==> config.mk <==
export PLATFORM = sky130hd
export DESIGN_NAME = simd_alu_mask_scanner
export DESIGN_NICKNAME = d
export VERILOG_FILES = /design/src/rtl/simd_alu_pkg.sv /design/src/rtl/simd_alu_lane_prio_enc.sv /design/src/rtl/simd_alu_mask_scanner.sv
export SDC_FILE = /design/constraint.sdc
export NUM_CORES = 1
export LEC_CHECK = 0
export ABC_AREA = 1
export CAP_MARGIN = 20
export CORE_MARGIN = 8
export CORE_UTILIZATION = 25
export CTS_CLUSTER_SIZE = 40
export DETAILED_ROUTE_END_ITERATION = 12
export PLACE_DENSITY_LB_ADDON = 0.25
export SLEW_MARGIN = 20
export SYNTH_ARGS = -nofsm -noshare
export SYNTH_HDL_FRONTEND = slang
export SYNTH_SLANG_ARGS = --single-unit
==> constraint.sdc <==
create_clock -name clk -period 3.21 [get_ports clk]
set_clock_uncertainty 0.1 [all_clocks]
set_input_delay 0.4815 -clock clk [delete_from_list [all_inputs] [get_ports clk]]
set_output_delay 0.4815 -clock clk [all_outputs]
set_load 0.005 [all_outputs]
==> src/rtl/simd_alu_pkg.sv <==
// Shared types and constants for the SIMD ALU mask scanner slice.
package simd_alu_pkg;
  localparam int SIMD_DATA_WIDTH            = 256;
  localparam int SIMD_ADDER_DATA_MODE_WIDTH = 2;
  localparam int MAX_LANES                  = SIMD_DATA_WIDTH / 8;
  localparam int LANE_IDX_W                 = $clog2(MAX_LANES);

  typedef enum logic [SIMD_ADDER_DATA_MODE_WIDTH-1:0] {
    MODE_8  = 2'd0,
    MODE_16 = 2'd1,
    MODE_32 = 2'd2,
    MODE_64 = 2'd3
  } simd_mode_e;

  typedef enum logic {
    ST_IDLE = 1'b0,
    ST_SCAN = 1'b1
  } scan_state_e;

  typedef logic [LANE_IDX_W-1:0] lane_idx_t;
  typedef logic [LANE_IDX_W:0]   lane_cnt_t;

  function automatic lane_cnt_t popcount(input logic [MAX_LANES-1:0] v);
    lane_cnt_t c;
    c = '0;
    for (int i = 0; i < MAX_LANES; i++) begin
      c = c + lane_cnt_t'(v[i]);
    end
    return c;
  endfunction
endpackage

==> src/rtl/simd_alu_lane_prio_enc.sv <==
// Lowest-set-bit priority encoder over the per-lane match vector.
module simd_alu_lane_prio_enc
  import simd_alu_pkg::*;
(
  input  logic [MAX_LANES-1:0] req,
  output lane_idx_t            idx,
  output logic                 any,
  output logic [MAX_LANES-1:0] onehot
);

  // Scan from the top so the lowest set bit is the final winner.
  always_comb begin
    idx = '0;
    for (int i = MAX_LANES - 1; i >= 0; i--) begin
      idx = req[i] ? lane_idx_t'(i) : idx;
    end
  end

  assign any    = |req;
  assign onehot = req & (~req + {{(MAX_LANES-1){1'b0}}, 1'b1});

endmodule

==> src/rtl/simd_alu_mask_scanner.sv <==
// Turns a per-lane compare mask into a valid/ready stream of matching lane indices,
// lowest lane first; one mask is held until its last index is consumed.
module simd_alu_mask_scanner
  import simd_alu_pkg::*;
(
  input  logic                                  clk,
  input  logic                                  rst,
  input  logic                                  in_valid,
  output logic                                  in_ready,
  input  logic [SIMD_DATA_WIDTH-1:0]            in_mask,
  input  logic [SIMD_ADDER_DATA_MODE_WIDTH-1:0] in_data_mode,
  output logic                                  out_valid,
  input  logic                                  out_ready,
  output lane_idx_t                             out_lane_idx,
  output logic                                  out_last,
  output logic                                  out_empty,
  output lane_cnt_t                             out_count
);

  scan_state_e          state_q, state_d;
  logic [MAX_LANES-1:0] pending_q, pending_d;
  lane_cnt_t            count_q, count_d;
  logic [MAX_LANES-1:0] lane_bits;
  logic [MAX_LANES-1:0] hit_onehot;
  lane_idx_t            hit_idx;
  logic                 hit_any;
  logic                 last_beat;
  logic                 unused_mask_bits;

  // Only bit 0 of each lane is the compare result; lanes beyond the mode's count stay 0.
  always_comb begin
    lane_bits = '0;
    case (simd_mode_e'(in_data_mode))
      MODE_8:  for (int k = 0; k < MAX_LANES;     k++) lane_bits[k] = in_mask[k*8];
      MODE_16: for (int k = 0; k < MAX_LANES / 2; k++) lane_bits[k] = in_mask[k*16];
      MODE_32: for (int k = 0; k < MAX_LANES / 4; k++) lane_bits[k] = in_mask[k*32];
      MODE_64: for (int k = 0; k < MAX_LANES / 8; k++) lane_bits[k] = in_mask[k*64];
      default: lane_bits = '0;
    endcase
  end

  assign unused_mask_bits = ^in_mask;

  simd_alu_lane_prio_enc u_prio_enc (
    .req    (pending_q),
    .idx    (hit_idx),
    .any    (hit_any),
    .onehot (hit_onehot)
  );

  // Zero or one bit left means the current beat closes the mask.
  assign last_beat = (pending_q == hit_onehot);

  // Next-state: accept in IDLE, retire the lowest pending lane on each handshake in SCAN.
  always_comb begin
    state_d   = state_q;
    pending_d = pending_q;
    count_d   = count_q;
    case (state_q)
      ST_IDLE: begin
        if (in_valid) begin
          state_d   = ST_SCAN;
          pending_d = lane_bits;
          count_d   = popcount(lane_bits);
        end else begin
          state_d   = ST_IDLE;
        end
      end
      ST_SCAN: begin
        if (out_ready) begin
          pending_d = pending_q & ~hit_onehot;
          state_d   = last_beat ? ST_IDLE : ST_SCAN;
        end else begin
          state_d   = ST_SCAN;
        end
      end
      default: begin
        state_d   = ST_IDLE;
        pending_d = '0;
      end
    endcase
  end

  // State, pending lanes and match count.
  always_ff @(posedge clk or posedge rst) begin
    if (rst) begin
      state_q   <= ST_IDLE;
      pending_q <= '0;
      count_q   <= '0;
    end else begin
      state_q   <= state_d;
      pending_q <= pending_d;
      count_q   <= count_d;
    end
  end

  assign in_ready     = (state_q == ST_IDLE);
  assign out_valid    = (state_q == ST_SCAN);
  assign out_lane_idx = hit_idx;
  assign out_last     = (state_q == ST_SCAN) && last_beat;
  assign out_empty    = (state_q == ST_SCAN) && !hit_any;
  assign out_count    = count_q;

endmodule

### Word-level counts from Yosys, hierarchy flattened

Cells that the tools add are included.

* input port bits: 262
* ROM bits: 0
* output and inout port bits: 15
* RAM bits: 0
* bits in latches: 0
* memories: 0
* flip-flop bits (word level): 39

* multiply operators: 0
* shifts and indexed selects: 0
* reduce and logical (&&, ||, !) cells: 7
* add/subtract/negate cells: 32
* divide/modulo/power cells: 0
* eq/ne operators: 6
* mux-type cells: 43
* $lt $le $gt $ge: 0
* bitwise operators: 5

Operators with widths (count)
* two-way mux 5 bit: 32
* adder 6 x 1 -> 6 bit: 26
* bitwise AND 32 bit: 2
* two-way mux 32 bit: 2
* inverter 32 bit: 2
* case mux 32 bit (2 select lines): 1
* adder 32 x 1 -> 32 bit, second input constant: 1
* equality test 32 bit: 1
* OR reduction 32 bit: 1
* two-way mux 16 bit: 1
* case mux 4 bit (4 select lines): 1
* case mux 8 bit (2 select lines): 1
* case mux 4 bit (3 select lines): 1
* adder 5 x 1 -> 6 bit: 1
* adder 4 x 1 -> 5 bit: 1
* adder 3 x 1 -> 4 bit: 1
* equality test 2 bit, second input constant: 2
* inequality test 2 bit, second input constant: 2
* AND reduction 2 bit: 2
* adder 2 x 1 -> 3 bit: 1
* two-way mux 1 bit: 3
* adder 1 x 1 -> 2 bit: 1
* equality test 2 x 1 -> 1 bit, second input constant: 1
* logical AND 1 bit: 2
* other kinds (4): 4

### Depth between registers and ports, before layout

* depth in word-level cells: 33
* depth in mapped cells: 31
* depth with buffers taken out: 31

### By module

Synthesis repeated with hierarchy kept, for this count alone.

* cell total of the unflattened synthesis: 675
* area total of the unflattened synthesis: 4444.3 um^2

By module, submodules not included
* simd_alu_mask_scanner: area each 3651.0 um^2, sequential area each 975.9 um^2, times used 1, cells each 496
* simd_alu_lane_prio_enc: area each 793.3 um^2, sequential area each 0.0 um^2, times used 1, cells each 179

### Worst setup path before layout

OpenSTA, ideal clock, no wires.

* path type: input -> register
* start point: input port in_data_mode[1]
* end point: register count_q[5] (netlist: out_count[5])
* cell stages on the path: 17
* data required time: 2.987 ns
* slack: -2.173 ns
* arrival time: 5.160 ns
* cells stage by stage: nor2_1 -> inv_1 -> o21ai_0 -> fa_1 -> fa_1 -> fa_1 -> fa_1 -> fa_1 -> fa_1 -> inv_1 -> ha_1 -> inv_1 -> nor2_1 -> a211oi_1 -> nor2_1 -> o21ai_0 -> nand2_1

* word-level cells in the longest chain between the ends: 33
* elaborated cells on any way between the ends: 39

RTL lines
* start, declared: RTL line simd_alu_mask_scanner.sv:11 `input logic [SIMD_ADDER_DATA_MODE_WIDTH-1:0] in_data_mode,`
* equality test 2 bit (tied with other cells): RTL line simd_alu_mask_scanner.sv:33 `case (simd_mode_e'(in_data_mode))`
* case mux 4 bit (4 select lines): RTL line simd_alu_mask_scanner.sv:33
* adder 1 x 1 -> 2 bit: RTL line simd_alu_pkg.sv:27 `c = c + lane_cnt_t'(v[i]);`
* adder 2 x 1 -> 3 bit: RTL line simd_alu_pkg.sv:27
* adder 3 x 1 -> 4 bit: RTL line simd_alu_pkg.sv:27
* adder 4 x 1 -> 5 bit: RTL line simd_alu_pkg.sv:27
* adder 5 x 1 -> 6 bit: RTL line simd_alu_pkg.sv:27
* adder 6 x 1 -> 6 bit (25 in series): RTL line simd_alu_pkg.sv:27
* adder 6 x 1 -> 6 bit (*): RTL line simd_alu_pkg.sv:27
* end signal, assigned: RTL line simd_alu_mask_scanner.sv:93 `count_q <= count_d;`
* end, declared: RTL line simd_alu_mask_scanner.sv:22 `lane_cnt_t count_q, count_d;`

Every way passes the cells marked *; elsewhere a longest branch is shown, timed or not. The select of a mux whose other input is x is not followed.
A chain may end at the register's enable or synchronous reset.

### Worst setup path after layout

* start point: input port in_data_mode[1]
* end point: register count_q[4] (netlist: out_count[4])

The elaborated chain is that of the path after synthesis.

==> metrics.md <==
| Metric | Value |
|---|---|
| GRT Overall Usage | `0.149` |
| Worst hold slack | `between 0.3 and 0.4 ns` |
| Row Count | `43` |
| Crit path from | `in_data_mode[1]` |
| Crit path max-delay family | `adder cells` |
| Min cycle time layout | `5.10 ns` |
| Post-synth cell types | `41` |
| Worst stage delay on the critical path | `0.59 ns` |
| Worst-path clk slew | `0.06 ns` |
| Initial core utilization | `0.256` |
| Switching share of power | `0.434` |
| Final ANT Viol Nets | `0` |
| Met1 Use GR | `0.186` |
| Pleak | `3.04 nW` |
| Pwr dens | `1020 mW/mm^2` |
| Asr flop ratio synth | `1.00` |
| Slew HR | `0.614` |
| Crit path buffers/inverters | `8` |
| Vias in the first global route | `4378` |
| Clock Tree Buf Depth | `2` |
| Pin count of the biggest net entering global routing | `47` |
| Fin cells | `891` |
| Met3 Resource Use GR | `0.0326` |
| Failing checks | `negative setup slack` |
| Clk_lat worst skew | `0.29 ns` |
| Clock network fraction of design power | `0.100` |
| Placed Cells incl. Taps | `855` |
| M2 GR Usage | `0.239` |
| Final period utilization | `1.59` |
| Most used routing layer | `met2` |
| Count of boundary I/O pins | `277` |
| Critical Path AT | `between 5 and 6 ns` |
| Internal cell power | `3.42 mW` |
| Core area | `0.0139 sq mm` |
| Half-perimeter wire length after placement | `10400 um` |
| First-pass GRT wire length | `21800 um` |
| Slowest-stage cell, CP | `fa_2` |
| WL final | `13300 um` |
| Max rail drop VDD | `0.922 mV` |
| Die height | `135 um` |
| RSZ-0062 raised after global routing | `true` |
| CTS tree | `done` |
| Gr ovfl total | `0` |
| Syn Nets | `800` |
| Area delta synth->final | `65.7%` |
| Die Wd | `135 um` |
| Post-synth EDFFs | `0` |
| Setup Viol. Count Final | `7` |
| Num CTS Buffers | `5` |
| DR vias | `a little over 4000` |
| Gpl congestion | `0.914` |
| Final Max Tran Viols | `0` |
| P_sw | `2.62 mW` |
| H-tree level count | `2` |
| Proportion of layout cells with a drive suffix above 1 | `0.370` |
| Worst R2R Start | `pending_q[4]` |
| Post-Syn Area per Cell | `between 7 and 8 sq um` |
| Final net count | `1003` |
| Fin Setup TNS | `-10.47 ns` |
| Die area | `about 0.018 sq mm` |
| Crit-path cells | `buf_8, buf_6, nor2_4, inv_4, buf_6, o21ai_4, fa_1, fa_1, inv_2, fa_1, fa_1, fa_2, fa_1, inv_2, ha_4, inv_4, fa_2, inv_2, nand3_2, nand2_1, nand3_1, nand3_1` |
| Crit end category | `register` |
| Syn Inst Count | `507` |
| Register area share after synthesis | `0.274` |
| Diode count | `0` |
| Clock Tree Root | `clkbuf_16` |
| Post-synth top flop | `dfrtp_1` |
| WP data required | `approximately 3.3 ns` |
| DR vias/cell | `4.62` |
| Initial antenna violation count | `0` |
| Routed WL per cell | `15.0 um` |
| Status | `complete, but fails checks` |
| DRC Markers | `0` |
| Logic gate share of total power | `0.778` |
| Max_cap viols | `0` |
| Mapped Area | `0.00356 sq mm` |
| Setup ws final | `-1.89 ns` |
| Hold path start | `out_count[2]` |
| Yosys warns | `0` |
| Max Freq | `196 MHz` |
| Sequential Power Share | `0.122` |
| DRT iter0 DRCs | `277` |
| Post-Place Setup Slack | `-2.65 ns` |
| CP Class | `primary input to register` |
| CTS sink cnt | `39` |
| Startpoint Class | `primary input` |
| Hold/Removal Path Class | `register to register` |
| PortBufs | `52` |
| Worst-Margin Slew | `0.578 ns` |
| Router iterations before antenna repair | `5` |
| Hold Fails Final Rpt | `0` |
| Synthesized flop and latch total | `39` |
| Worst-path fanout max | `5` |
| Most Frequent Cell on Critical Path | `fa_1` |
==> flip-flops by register name (all words and copies together), names as in the netlist <==
signal	flops
pending_q	32
out_count	6
out_valid	1
==> cell usage in the layout, fill, tap and decap left out, drive strengths merged, types with 2 or more instances in the layout <==
| cell type | instances |
|---|---|
| clkinv | 2 |
| dlygate4sd2 | 15 |
| clkbuf | 6 |
| nand4 | 4 |
| nor2 | 59 |
| o211ai | 7 |
| dlymetal6s2s | 2 |
| nor4 | 3 |
| a21o | 2 |
| clkdlybuf4s50 | 31 |
| o22ai | 23 |
| nand3 | 9 |
| nand2 | 110 |
| fa | 24 |
| ha | 7 |
| inv | 103 |
| buf | 162 |
| o21ai | 57 |
| nor3 | 3 |
| dfrtp | 39 |
| a21oi | 28 |
| a211oi | 2 |
==> metrics by stage <==
stage	area (sq um)	power, mW	util
after global routing	5900	6.60	0.425
after detailed placement	5330	4.80	0.384
final	5900	6.04	0.425
after floorplan	3690	2.92	-
after CTS	5780	5.84	0.417
after global placement	5330	4.78	0.384
==> cell families (layout without fill, tap and decap cells) <==
family | Yosys count | in the layout | synth area share
and+or+nand+nor | 189 | 190 | 0.230
xor gates and xnor gates | 1 | 1 | 0.00246
buffers and inverters | 119 | 322 | 0.126
adders and majority gates | 31 | 31 | 0.160
DFF | 39 | 39 | 0.274
AOI/OAI and AO/OA | 128 | 128 | 0.208
==> tightest hold or removal path, stage by stage (launching register included) <==
cell and delay (ns):
dfrtp_1 0.35, nand2_1 0.06, nand2_1 0.05
==> what timing repair did <==
action / in CTS / in global routing
buffers inserted: 30 / 3
gates resized for setup: 69 / 39
gates cloned: 1 / 0
endpoints found under the setup margin: 9 / 11
hold buffers: 0 / 0
pin swaps: 33 / 33
==> power by group through the flow <==
| stage | clock network [mW] | logic [mW] | registers (mW) |
|---|---|---|---|
| after global routing | 0.631 | 5.21 | 0.760 |
| final | 0.601 | 4.70 | 0.738 |
| after floorplan | 0 | 2.16 | 0.763 |
| after global placement | 0 | 4.04 | 0.739 |
| after CTS | 0.616 | 4.49 | 0.736 |
| after detailed placement | 0 | 4.06 | 0.743 |
==> metal layers <==
| layer | vias to the layer above | wire length [um] |
|---|---|---|
| met5 | - | 0 |
| met2 | 119 | 6070 |
| met1 | 1930 | 6030 |
| met4 | 0 | 578 |
| met3 | 34 | 650 |
| li1 | 2036 | - |
==> Yosys cell counts, types with 3 or more instances <==
cell type / n / share of area
nand2_1: 108 / 0.11
inv_1: 97 / 0.10
o21ai_0: 56 / 0.079
nor2_1: 53 / 0.056
dfrtp_1: 39 / 0.27
a21oi_1: 28 / 0.039
fa_1: 24 / 0.14
o22ai_1: 22 / 0.039
clkbuf_1: 15 / 0.016
nand3_1: 8 / 0.011
ha_1: 7 / 0.025
o211ai_1: 7 / 0.015
inv_2: 6 / 0.0063
nand4_1: 3 / 0.0053
nor2_2: 3 / 0.0053
==> worst paths after layout <==
path | end | slack, ns | cells after the start
max | out_count[4] | -1.89 | 22
min | out_count[2] | 0.39 | 2
max reg2reg | out_valid | 0.24 | 18
min reg2reg | out_count[2] | 0.39 | 2
max in group asynchronous | pending_q[16] | 2.10 | 3
min in group asynchronous | pending_q[26] | 0.53 | 3
==> cell type report <==
class	instances	area, sq um
fillers	1411	7980
multi-input cells	350	2410
repair buffers	210	1700
flip-flops and latches	39	976
inverters	104	403
well taps	180	225
clock buffers	6	139
clock inverters	2	35.0
(Power assumes the default switching activity.)
